[config.mk]
export PLATFORM = sky130hd
export DESIGN_NAME = frame_writer
export DESIGN_NICKNAME = d
export VERILOG_FILES = /design/src/rtl/frame_writer.sv
export SDC_FILE = /design/constraint.sdc
export NUM_CORES = 1
export LEC_CHECK = 0
export CELL_PAD_IN_SITES_DETAIL_PLACEMENT = 1
export CELL_PAD_IN_SITES_GLOBAL_PLACEMENT = 1
export CORE_MARGIN = 1
export CORE_UTILIZATION = 25
export CTS_BUF_LIST = sky130_fd_sc_hd__clkbuf_4
export CTS_CLUSTER_SIZE = 20
export DETAILED_ROUTE_END_ITERATION = 6
export PLACE_DENSITY_LB_ADDON = 0.1
export SETUP_SLACK_MARGIN = 0.15
export SLEW_MARGIN = 20
export SYNTH_ARGS = -nofsm -noshare
export SYNTH_HDL_FRONTEND = slang
export SYNTH_SLANG_ARGS = --single-unit
[constraint.sdc]
create_clock -name clk -period 2.4 [get_ports clk]
set_input_delay 0.24 -clock clk [delete_from_list [all_inputs] [get_ports clk]]
set_output_delay 0.24 -clock clk [all_outputs]
set_load 0.05 [all_outputs]
[src/rtl/frame_writer.sv]
// frame_writer: streams a raster frame (or a zero fill) into a RAM via registered write port.
module frame_writer #(
  parameter int XSZ    = 3,
  parameter int YSZ    = 3,
  parameter int ADDRSZ = 6,
  parameter int COLSZ  = 3,
  parameter int WIDTH  = 6,
  parameter int HEIGHT = 6
) (
  input  logic              clk,
  input  logic              resetn,
  input  logic              start,
  input  logic              clear,
  input  logic [COLSZ-1:0]  pix_in,
  input  logic              pix_valid,
  output logic              pix_ready,
  output logic [ADDRSZ-1:0] wr_address,
  output logic [COLSZ-1:0]  wr_data,
  output logic              wren,
  output logic              busy,
  output logic              frame_done,
  output logic              frameLoaded
);
  typedef enum logic [1:0] {IDLE, WRITE, CLEAR, DONE} state_t;
  state_t              state_q;
  logic [XSZ-1:0]      x_q;
  logic [YSZ-1:0]      y_q;
  logic                pix_ready_q, wren_q, frame_done_q, frame_loaded_q;
  logic [ADDRSZ-1:0]   wr_address_q, addr_d;
  logic [COLSZ-1:0]    wr_data_q;
  logic                x_last, y_last, step_d;
  assign x_last = x_q == XSZ'(WIDTH - 1);
  assign y_last = y_q == YSZ'(HEIGHT - 1);
  assign addr_d = ADDRSZ'(y_q) * ADDRSZ'(WIDTH) + ADDRSZ'(x_q);
  // CLEAR writes every cycle; WRITE only on an accepted handshake
  assign step_d = (state_q == CLEAR) || (state_q == WRITE && pix_valid && pix_ready_q);
  always_ff @(posedge clk or negedge resetn) begin
    if (!resetn) begin
      state_q        <= IDLE;
      x_q            <= '0;
      y_q            <= '0;
      pix_ready_q    <= 1'b0;
      wren_q         <= 1'b0;
      wr_address_q   <= '0;
      wr_data_q      <= '0;
      frame_done_q   <= 1'b0;
      frame_loaded_q <= 1'b0;
    end else begin
      wren_q       <= 1'b0;
      frame_done_q <= 1'b0;
      case (state_q)
        IDLE: if (start || clear) begin
          state_q        <= start ? WRITE : CLEAR;
          pix_ready_q    <= start;
          x_q            <= '0;
          y_q            <= '0;
          frame_loaded_q <= 1'b0;
        end
        WRITE, CLEAR: if (step_d) begin
          wren_q       <= 1'b1;
          wr_address_q <= addr_d;
          wr_data_q    <= state_q == WRITE ? pix_in : '0;
          x_q          <= x_last ? '0 : x_q + 1'b1;
          if (x_last) y_q <= y_last ? '0 : y_q + 1'b1;
          if (x_last && y_last) begin
            state_q      <= DONE;
            pix_ready_q  <= 1'b0;
            frame_done_q <= 1'b1;
          end
        end
        DONE: begin
          state_q        <= IDLE;
          frame_loaded_q <= 1'b1;
        end
        default: state_q <= IDLE;
      endcase
    end
  end
  assign pix_ready   = pix_ready_q;
  assign wr_address  = wr_address_q;
  assign wr_data     = wr_data_q;
  assign wren        = wren_q;
  assign busy        = state_q != IDLE;
  assign frame_done  = frame_done_q;
  assign frameLoaded = frame_loaded_q;
endmodule

==> run metrics <==
Die ar. about 0.0052 sq mm; Setup Fix Bufs, Post-CTS 0; initial drt markers 19; Max IR drop VDD about 760 uV; Post-DRT Antenna Nets 0; Bufs on Longest Clock Path 2; Startpoint Class flop; GP Congestion about 0.74; vias in the first global route about 1000; Slew Viols, Final 0; global-route wire length before repair 4698 microns; most frequent cells in the layout 21 x dfrtp_1, 20 x clkdlybuf4s50_1, 15 x nand2_1; Crit Path Class flop to flop; Synth area leader dfrtp_1; Max Clk Rate 495.4 MHz; drt first pass iters 5; syn nets approximately 140; htree depth 1; slowest library cell on the worst path ha_1; share of layout cells above drive strength 1 0.1727; TritonCTS Sinks 21; Netlist Area Pre-Place ~0.0012 sq mm; Finish-stage setup viols 0; via count between 800 and 900; register area about 530 sq um; gr ovfl total 0; Yosys cell types 32; cts bufs inserted 3; Post-Syn Instances ~110; IO Count 22; buffers and inverters on the worst path 1; Fin. Hold Viols 0; nets@finish roughly 160; Clock transition at path regs 0.13 ns; critical-path cell list inv_1 -> ha_1 -> nor2b_2 -> a21oi_2 -> o211ai_2 -> mux2_2; initial antenna violation count 0; latest clock arrival within the worst-skew pair ~0.3 ns; worst hold slack 0.2757 ns; Syn-to-layout area delta 27.01%; RSZ-0062 raised after global routing no; Worst Skew around 0.0032 ns; Hold Path Class primary input to asynchronous set/reset pin; Core ar. between 0.004 and 0.005 sq mm; flops & latches, synth 21; Site Rows 25; Worst setup EP type flop; min cycle time layout 2.018 ns; max capacitance violation total 0; worst-path fanout max 11; most common cell after layout, fill and taps aside dfrtp_1; fin crit share 0.8410; FF-to-FF setup slack about 0.38 ns; DR DRC count 0; CP top delay family adder cells; Syn Area/Cell between 10 and 15 sq um; pin slew with the least headroom to its limit about 0.50 ns; largest net degree at the start of global routing 22; starting density of the core 0.2599; CTS Root Cell clkbuf_4; post-detail-place hpwl 2138 microns; Die H 72.07 microns; WL/cell between 10 and 15 microns; die width ~72 microns; Pleak a little over 0.0007 uW; Yosys warnings 0; total power per unit cell area 1528 mW/mm^2; fillers ~540; setup TNS 0 ns; Vias/cell around 4.3; area of the multi-input gates roughly 660 sq um; slowest stage delay, CP approximately 0.51 ns; Rel. slew slack 0.6657; post-synth top area share 0.4281; CTS tree built; register area share after synthesis 0.4281; run status finished, final reports clean; diodes inserted 0; PortBufs 21; Crit path arrival time around 2.2 ns; CP required roughly 2.6 ns; Total Routing Usage GR 0.1177; DRT Wirelength approximately 2700 microns; Area contributors post-synth dfrtp_1 43%, ha_1 11%, mux2_2 7.3%, nand2_1 4.6%, fa_1 3.3%
final timing paths:
kind / from / end / depth (start not counted)
worst min-delay path: resetn / wr_address[4]$_DFFE_PN0P_ / 2
worst max-delay path: state_q[0]$_DFFE_PN0P_ / y_q[1]$_DFFE_PN0P_ / 6
max in group asynchronous: resetn / state_q[1]$_DFFE_PN0P_ / 2
worst max register to register: state_q[0]$_DFFE_PN0P_ / y_q[1]$_DFFE_PN0P_ / 6
min in group clk: pix_in[2] / wr_data[2]$_DFFE_PN0P_ / 3
worst min register to register: wr_address[5]$_DFFE_PN0P_ / wr_address[5]$_DFFE_PN0P_ / 2
sequential cells by signal, summed over array words and instances (netlist names), 2 cells and up:
name,flops
y_q,3
state_q,2
wr_data,3
wr_address,6
x_q,3
cell families after synthesis:
logic type / share of synthesized area
adders and majority gates: 0.1447
buffers and inverters: 0.03568
xor gates and xnor gates: 0.02855
and+or+nand+nor: 0.1417
AOI/OAI and AO/OA: 0.1233
muxes: 0.09786
DFF: 0.4281
cells in the mapped netlist (all sizes together):
master	n
a211oi	1
a21oi	4
a22o	1
a31o	1
and3	1
buf	2
dfrtp	21
fa	2
ha	11
inv	9
mux2	8
mux2i	3
nand2	15
nand3	2
nand3b	1
nor2	7
nor2b	3
nor3	1
nor3b	2
nor4b	1
o211ai	2
o21a	1
o21ai	11
xnor2	2
xor2	2
final cells by class:
type	instances	area share
well taps	67	0.05377
clock buffers	4	0.01926
inverters	9	0.02167
repair buffers	23	0.1461
multi-input cells	82	0.4221
flip-flops and latches	21	0.3371
timing repair:
| action | CTS | global route |
|---|---|---|
| gates resized for setup | 0 | 1 |
| hold buffers | 0 | 0 |
| setup endpoints to repair | 0 | 1 |
where the power goes:
part           switching [uW]  internal [uW]
Clock                     113           75.9
Combinational             929            636
Sequential                130            500
worst reg2reg max path, cell delays in order, from the launching register on:
cell	delay [ns]
dfrtp_1	0.40
inv_1	0.10
ha_1	0.52
nor2b_2	0.31
a21oi_2	0.11
o211ai_2	0.12
mux2_2	0.37
per-layer routing:
metal,vias up,part of all wire,track usage
li1,432,-,-
met1,438,0.47,0.1400
met2,18,0.49,0.2129
met3,2,0.035,0.02083
met4,0,0.0092,0.03922
met5,-,0,0
stage by stage:
| step | cells | utilization | power, uW | instance area, sq um | setup slack, ns |
|---|---|---|---|---|---|
| global route | 206 | 0.3301 | 2595 | 1559 | 0.2589 |
| global placement | 202 | 0.3232 | 2192 | 1526 | 0.4739 |
| CTS | 206 | 0.3295 | 2444 | 1556 | 0.1685 |
| finish | 206 | 0.3301 | 2383 | 1559 | 0.3815 |
| detailed placement | 202 | 0.3232 | 2239 | 1526 | 0.4039 |
| floorplan | 114 | - | 1789 | 1227 | 0.7407 |
Power figures use the tool's default switching activity.
